<file path="src/rtl/servo_pwm_gen.sv">
// servo_pwm_gen: multi-channel servo PWM generator with one shared period
// counter and per-channel shadow/active duty registers. New duties move from
// shadow to active only at the period wrap, or continuously while disabled,
// so a running pulse is never reshaped mid-period.
module servo_pwm_gen #(
    parameter int NCH          = 4,
    parameter int CNT_W        = 20,
    parameter int PERIOD       = 1000000,
    parameter int DUTY_DEFAULT = 75000,
    localparam int CH_W        = (NCH > 1) ? $clog2(NCH) : 1
) (
    input  logic             clk0,
    input  logic             rst_n,
    input  logic             enable,
    input  logic             wr_en,
    input  logic [CH_W-1:0]  wr_ch,
    input  logic [CNT_W-1:0] wr_duty,
    output logic             wr_err,
    output logic             period_start,
    output logic [NCH-1:0]   pwm_out
);

    localparam logic [CNT_W-1:0] PERIOD_C  = CNT_W'(PERIOD);
    localparam logic [CNT_W-1:0] LAST_C    = CNT_W'(PERIOD - 1);
    localparam logic [CNT_W-1:0] DEFAULT_C = CNT_W'(DUTY_DEFAULT);

    // Saturate a requested high time to one full period (100 % duty).
    function automatic logic [CNT_W-1:0] clamp_duty(input logic [CNT_W-1:0] d);
        return (d > PERIOD_C) ? PERIOD_C : d;
    endfunction

    logic [CNT_W-1:0] cnt;
    logic [CNT_W-1:0] shadow [NCH];
    logic [CNT_W-1:0] active [NCH];
    logic             wr_ok;
    logic             wr_bad;
    logic             wrap;
    logic             load;
    logic [CNT_W-1:0] wr_clamped;
    logic [NCH-1:0]   pwm_next;

    assign wr_ok      = wr_en && (32'(wr_ch) < 32'(NCH));
    assign wr_bad     = wr_en && !(32'(wr_ch) < 32'(NCH));
    assign wrap       = enable && (cnt == LAST_C);
    // Disabled time keeps active tracking shadow, so a restart begins with
    // the latest programmed duties.
    assign load       = wrap || !enable;
    assign wr_clamped = clamp_duty(wr_duty);

    // Shared period counter: free-runs while enabled, parked at 0 otherwise.
    always_ff @(posedge clk0 or negedge rst_n) begin
        if (!rst_n) begin
            cnt <= '0;
        end else if (!enable || wrap) begin
            cnt <= '0;
        end else begin
            cnt <= cnt + CNT_W'(1);
        end
    end

    // Shadow duty registers take every valid write immediately.
    always_ff @(posedge clk0 or negedge rst_n) begin
        if (!rst_n) begin
            for (int i = 0; i < NCH; i++) shadow[i] <= DEFAULT_C;
        end else if (wr_ok) begin
            shadow[wr_ch] <= wr_clamped;
        end
    end

    // Active duty registers load at period boundaries; a write landing in the
    // load cycle is forwarded so it is not lost for a whole period.
    always_ff @(posedge clk0 or negedge rst_n) begin
        if (!rst_n) begin
            for (int i = 0; i < NCH; i++) active[i] <= DEFAULT_C;
        end else if (load) begin
            for (int i = 0; i < NCH; i++) begin
                if (wr_ok && (32'(wr_ch) == 32'(i))) begin
                    active[i] <= wr_clamped;
                end else begin
                    active[i] <= shadow[i];
                end
            end
        end
    end

    // Per-channel compare against the current period position.
    always_comb begin
        pwm_next = '0;
        for (int i = 0; i < NCH; i++) begin
            pwm_next[i] = enable && (cnt < active[i]);
        end
    end

    // Registered outputs: PWM pins, period marker and invalid-write flag.
    always_ff @(posedge clk0 or negedge rst_n) begin
        if (!rst_n) begin
            pwm_out      <= '0;
            period_start <= 1'b0;
            wr_err       <= 1'b0;
        end else begin
            pwm_out      <= pwm_next;
            period_start <= enable && (cnt == '0);
            wr_err       <= wr_bad;
        end
    end

endmodule

</file>
<file path="config.mk">
export PLATFORM = sky130hd
export DESIGN_NAME = servo_pwm_gen
export DESIGN_NICKNAME = d
export VERILOG_FILES = /design/src/rtl/servo_pwm_gen.sv
export SDC_FILE = /design/constraint.sdc
export NUM_CORES = 1
export LEC_CHECK = 0
export BUFFER_PORTS_ARGS = -buffer_cell sky130_fd_sc_hd__buf_2
export CORE_MARGIN = 2
export CORE_UTILIZATION = 25
export DETAILED_ROUTE_END_ITERATION = 12
export SLEW_MARGIN = 30
export SYNTH_ARGS = -nofsm -noshare
export SYNTH_HDL_FRONTEND = slang
export SYNTH_SLANG_ARGS = --single-unit
</file>
<file path="constraint.sdc">
create_clock -name clk0 -period 1.9 [get_ports clk0]
set_input_delay 0.57 -clock clk0 [delete_from_list [all_inputs] [get_ports clk0]]
set_output_delay 0.57 -clock clk0 [all_outputs]
set_load 0.01 [all_outputs]
</file>
==> reports/metrics.cfg, run 1 <==
[run_status]
status=complete, but fails checks
violations=setup timing

[routing]
drt_iter0_drc=454
drc_errors=0
wire_per_inst_um=17.36
num_vias=7261
ant_nets=0
totalWireLength_um=27320
avgViaCountPerCell=4.613
drt_pass1_iterations=5

[timing]
hold_viol=0
holdWs_ns=0.4704
finalSetupViolCount=54
skew_ns=0.009609
fin_crit_ns=1.952
fin_ws_ns=-0.05228
fin_crit_sh_pct=102.8
fmax_ghz=0.5122
rsz0062_at_grt=yes
slew_violations=0

[worst_setup_path]
critPathBufInv=3
r2r_setup_slack_ns=-0.05
critPathRequiredTime_ns=2.22
arrival_ns=2.27
critical_path.top_delay_family=flip-flops
cp_slowest_cell=dfrtp_2
cp_common_cell=buf_12
critPathMaxFanout=8
start_kind=flip-flop
worst_setup_path_end_kind=flip-flop
cp_cell_sequence=and3_4 > nand3_4 > o31ai_4 > buf_12 > buf_8 > buf_12 > mux2_4
max_stage_delay_ns=0.48
crit_type=flip-flop to flip-flop

[place]
dp_hpwl_um=19020
placed_cell_area_mm2=0.01138
pre_cts_ws_ns=-0.2989
port_buffers=30
dpl.cell_count=1520
gp_congestion=0.8546

[finish]
fin_area_mm2=0.01292
register_area_mm2=0.004718
diodes=0
fillers=3674
stdcell_count=1574
multiInputGateArea_mm2=0.004811
drive_gt1_share_pct=40.83
final_net_count=1154
area_growth_pct=36.68

[yosys]
ys.flop_type=dfrtp_1
synth_most_common_cell=dfrtp_1
synth_top_area_share_pct=32.02
synth-edff-count=0
yosysTopAreaCell=dfrtp_1
synth_area_leaders=dfrtp_1 (32%), dfstp_2 (18%), ha_1 (10%), mux2_2 (7.9%), nand2_1 (4.3%)
postSynth.asyncResetShare_pct=100.0
synth_commonest_cells=dfrtp_1 (121), nand2_1 (109), inv_1 (81)
ys_types=55
synth_nets=969
ys.warnings.count=0
synth_cells=865
syn_avg_cell_area_um2=10.93
ys_ff_latch=185
seq_area_frac_synth_pct=49.80
syn_area_mm2=0.009457

[power]
internal_power_mw=8.272
power_switching_mw=3.092
vdd_ir_drop_max_mv=0.6349
seqPwrFrac_pct=44.5
cellLeakagePower_nw=6.215
power.density_mw_per_mm2=879.2
swShare_pct=27.21
power_frac_clock_pct=33.9
p_comb_share_pct=21.6

[floorplanning]
die_h_um=198.5
die_w_um=198.5
start_util_pct=25.23
die_area_mm2=0.03940
row_count=71
core_area_mm2=0.03749
pin_count=32

[global_route]
grt_max_degree=61
grtUsageTotal_pct=14.27
overflow=0
grt_pass1_vias=7517
antenna_found_initial=0
grt_pass1_wl_um=42790

[clock_tree]
clk_pin_slew_ns=0.07
cts_max_level=4
root_buffer=clkbuf_16
clk_latency_ns=0.44
clock_tree.buffer_depth=2
cts_made_buffers=17
clock-sinks=185
cts_tree=built

[min_path]
hold_class=flip-flop to flip-flop

[flow_run]
cap_violations=0

-- through the flow --
stage	util [%]	TNS [ns]	total power [mW]
floorplan	-	-0.6991	6.259
global placement	30.36	-21.99	7.036
detailed placement	30.36	-21.74	7.122
CTS	33.61	-7.439	11.25
global route	34.48	-6.487	11.92
finish	34.48	-1.598	11.36
-- per-layer routing --
layer	wire, µm	part of all wire [%]	GRT usage (%)
met4	741	2.7	5.749
met3	1033	3.8	1.848
met2	13290	49	23.70
met5	0	0	0
met1	12260	45	18.83
-- logic make-up (layout without fill, tap and decap cells) --
logic type                 Yosys count  in the layout  synth area share (%)
AOI/OAI and AO/OA                  141            141                 10.49
DFF                                185            185                 49.80
buffers and inverters              115            313                 5.345
xor gates and xnor gates            18             18                 1.667
other                                1              1               0.03965
muxes                               76             76                 9.328
and+or+nand+nor                    251            251                 13.01
adders and majority gates           78             78                 10.32
-- power by group through the flow --
stage | sequential (mW) | clock [mW] | combinational [mW]
6_report | 5.05 | 3.86 | 2.45
5_1_grt | 5.13 | 4.09 | 2.70
4_1_cts | 5.04 | 3.92 | 2.29
3_5_place_dp | 5.10 | 0 | 2.03
3_3_place_gp | 5.07 | 0 | 1.96
2_1_floorplan | 5.00 | 0 | 1.26
-- final timing paths --
path,start,endpoint,depth (start not counted)
worst max register to register,cnt[2],active[41],7
worst min register to register,shadow[56],shadow[56],2
min in group asynchronous,rst_n,active[1],2
max in group asynchronous,rst_n,active[56],3
worst max-delay path,cnt[2],active[41],7
worst min-delay path,shadow[56],shadow[56],2
-- area by class of cell --
class | count | share of cell area [%]
clock buffers | 19 | 3.427
clock inverters | 13 | 1.491
inverters | 81 | 2.352
multi-input cells | 565 | 37.22
flip-flops and latches | 185 | 36.51
well taps | 511 | 4.947
repair buffers | 200 | 14.06
-- repair_timing --
item,CTS,global route
setup buffers,16,3
endpoints found under the hold margin,4,0
hold buffers,1,0
pin swaps,17,24
gates cloned,4,1
setup endpoints to repair,102,95
resized for setup,77,72
-- registers in the layout, indices dropped and copies added, names as in the netlist --
| name | cells |
|---|---|
| cnt | 20 |
| pwm_out | 4 |
| shadow | 80 |
| period_start | 1 |
| active | 80 |
-- cells in the final DEF, fill, tap and decap left out, types with 18 or more instances in the layout --
cell type / netlist / final
buf_2: 9 / 29
a221o_1: 32 / 32
nand2_1: 109 / 107
dfstp_2: 64 / 64
mux2_4: 7 / 73
clkbuf_16: 0 / 18
buf_12: 0 / 18
buf_4: 4 / 134
inv_1: 81 / 80
dfrtp_1: 121 / 114
o21ai_0: 52 / 46
ha_1: 78 / 69
nor2_1: 63 / 60
-- worst min-delay path: stages (launching register included) --
cell,delay [ns]
dfstp_2,0.36
nand2_1,0.04
nand2_1,0.06
(Power assumes the default switching activity.)
==> inputs of run 2 (changes only) <==
--- a/config.mk
+++ b/config.mk
@@ -8,6 +8,7 @@
 export BUFFER_PORTS_ARGS = -buffer_cell sky130_fd_sc_hd__buf_2
 export CORE_MARGIN = 2
 export CORE_UTILIZATION = 25
+export CTS_BUF_LIST = sky130_fd_sc_hd__clkbuf_8
 export DETAILED_ROUTE_END_ITERATION = 12
 export SLEW_MARGIN = 30
 export SYNTH_ARGS = -nofsm -noshare
==> run 2 against run 1 <==
Against the previous run:
- the flow still finishes with violations (setup timing)
- die area did not move
- final cell count increased by 0.70%
- sequential share of layout area rose by 0.17 points
- sequential power barely moved
- power shrank 7.6%
- final area down 0.44%
- fmax decreased by 5.7%
- register-to-register slack got worse by 0.12 ns
- clock-buffer cell count is 1 lower
- clock power down 23%
- clock skew rose by 0.0051 ns
- hold slack lost 0.017 ns
- critical endpoint is now active[8]
- largest cell class unchanged
- highest routed layer unchanged
==> reports/metrics.cfg, run 2 (synthesized netlist as in run 1, its figures left out) <==
[routing]
avgViaCountPerCell=4.606
drt_iter0_drc=579
drc_errors=0
totalWireLength_um=27460
num_vias=7300
wire_per_inst_um=17.33
ant_nets=0
drt_pass1_iterations=4

[global_route]
grt_pass1_wl_um=43570
grt_max_degree=61
antenna_found_initial=0
grtUsageTotal_pct=14.57
overflow=0
grt_pass1_vias=7625

[clock_tree]
cts_made_buffers=17
clk_pin_slew_ns=0.10
clock_tree.buffer_depth=2
clock-sinks=185
cts_tree=built
cts_max_level=4
root_buffer=clkbuf_8
clk_latency_ns=0.49

[min_path]
hold_class=primary input to flip-flop
hold_depth=4
holdCritStartpoint=wr_duty[18]
worstHoldEndpoint=shadow[78]

[finish]
drive_gt1_share_pct=42.09
area_growth_pct=36.08
top_regs=active x80, shadow x80, cnt x20
final_net_count=1165
diodes=0
layout_common_cells=buf_4 (138), dfrtp_1 (113), nand2_1 (104)
stdcell_count=1585
layout_commonest_cell=buf_4

[floorplanning]
row_count=71
start_util_pct=25.23
pin_count=32
die_h_um=198.5
core_area_mm2=0.03749
die_w_um=198.5
die_area_mm2=0.03940

[run_status]
status=complete, but fails checks
violations=setup timing

[worst_setup_path]
crit_path_start=cnt[10]
cp_slowest_cell=dfrtp_2
r2r_end=active[8]
critPathBufInv=4
ff2ff_path_depth=8
worst_setup_path_end_kind=flip-flop
critPathMaxFanout=6
max_stage_delay_ns=0.49
start_kind=flip-flop
cp_cell_sequence=nor4_4 > nand2_2 > o31ai_4 > buf_12 > buf_8 > buf_12 > buf_8 > mux2_4
arrival_ns=2.45
r2r_setup_slack_ns=-0.17
crit_type=flip-flop to flip-flop
r2r-start=cnt[10]
critPathRequiredTime_ns=2.28
critical_path.top_delay_family=buffers and inverters

[timing]
fin_crit_sh_pct=109.0
finalSetupViolCount=86
fin_setup_tns_ns=-9.085
holdWs_ns=0.4535
rsz0062_at_grt=yes
skew_ns=0.01474
slew_violations=0
fmax_ghz=0.4828
slew_headroom_pct=63.74
tightest_slew_ns=0.5439
hold_viol=0
fin_ws_ns=-0.1711
fin_crit_ns=2.071

[power]
power.density_mw_per_mm2=816.3
cellLeakagePower_nw=6.205
vdd_ir_drop_max_mv=0.4520
power_mw=10.50

[flow_run]
cap_violations=0

[place]
dp_hpwl_um=19020
dpl.cell_count=1520
pre_cts_ws_ns=-0.2989
gp_congestion=0.8546
port_buffers=30

## run 2: layout make-up
type | instances | area [µm²]
Inverter | 81 | 304.0
Multi-Input combinational cell | 565 | 4825
Clock buffer | 18 | 247.7
Tap cell | 511 | 639.4
Timing Repair Buffer | 211 | 1937
Clock inverter | 14 | 196.4
Sequential cell | 185 | 4720
Fill cell | 3694 | 24620
## run 2: worst max path at each step
stage	slack [ns]	endpoint	cells after the start
finish	-0.17	active[8]	8
global route	-0.21	active[35]	8
CTS	-0.19	active[29]	9
detailed placement	-0.30	active[41]	8
global placement	-0.40	active[23]	8
floorplan	-0.1	active[61]	6
## run 2: per-layer routing
metal,wire length [µm],track usage (%)
met1,12320,19.10
met2,13330,24.12
met3,976,2.170
met4,832,5.887
met5,0,0
## run 2: worst register-to-register path, stage by stage, from the launching register on
cell,delay (ns)
dfrtp_2,0.49
nor4_4,0.28
nand2_2,0.13
o31ai_4,0.22
buf_12,0.15
buf_8,0.13
buf_12,0.13
buf_8,0.13
mux2_4,0.30
## run 2: timing repair
action / 4_1_cts / 5_1_grt
cloned: 4 / 0
pin swaps: 18 / 17
hold buffers: 1 / 0
setup endpoints to repair: 101 / 104
buffers inserted: 27 / 5
endpoints found under the hold margin: 4 / 0
resized for setup: 138 / 41
## run 2: through the flow
stage	utilization, %	cell area, µm²
6_report	34.33	12870
2_1_floorplan	-	9494
4_1_cts	33.91	12710
3_5_place_dp	30.36	11380
5_1_grt	34.33	12870
3_3_place_gp	30.36	11380
## run 2: where the power goes
| part | switching (mW) | internal [mW] |
|---|---|---|
| clock | 1.50 | 1.48 |
| sequential | 0.294 | 4.75 |
| combinational | 1.20 | 1.28 |
| total | 2.99 | 7.51 |
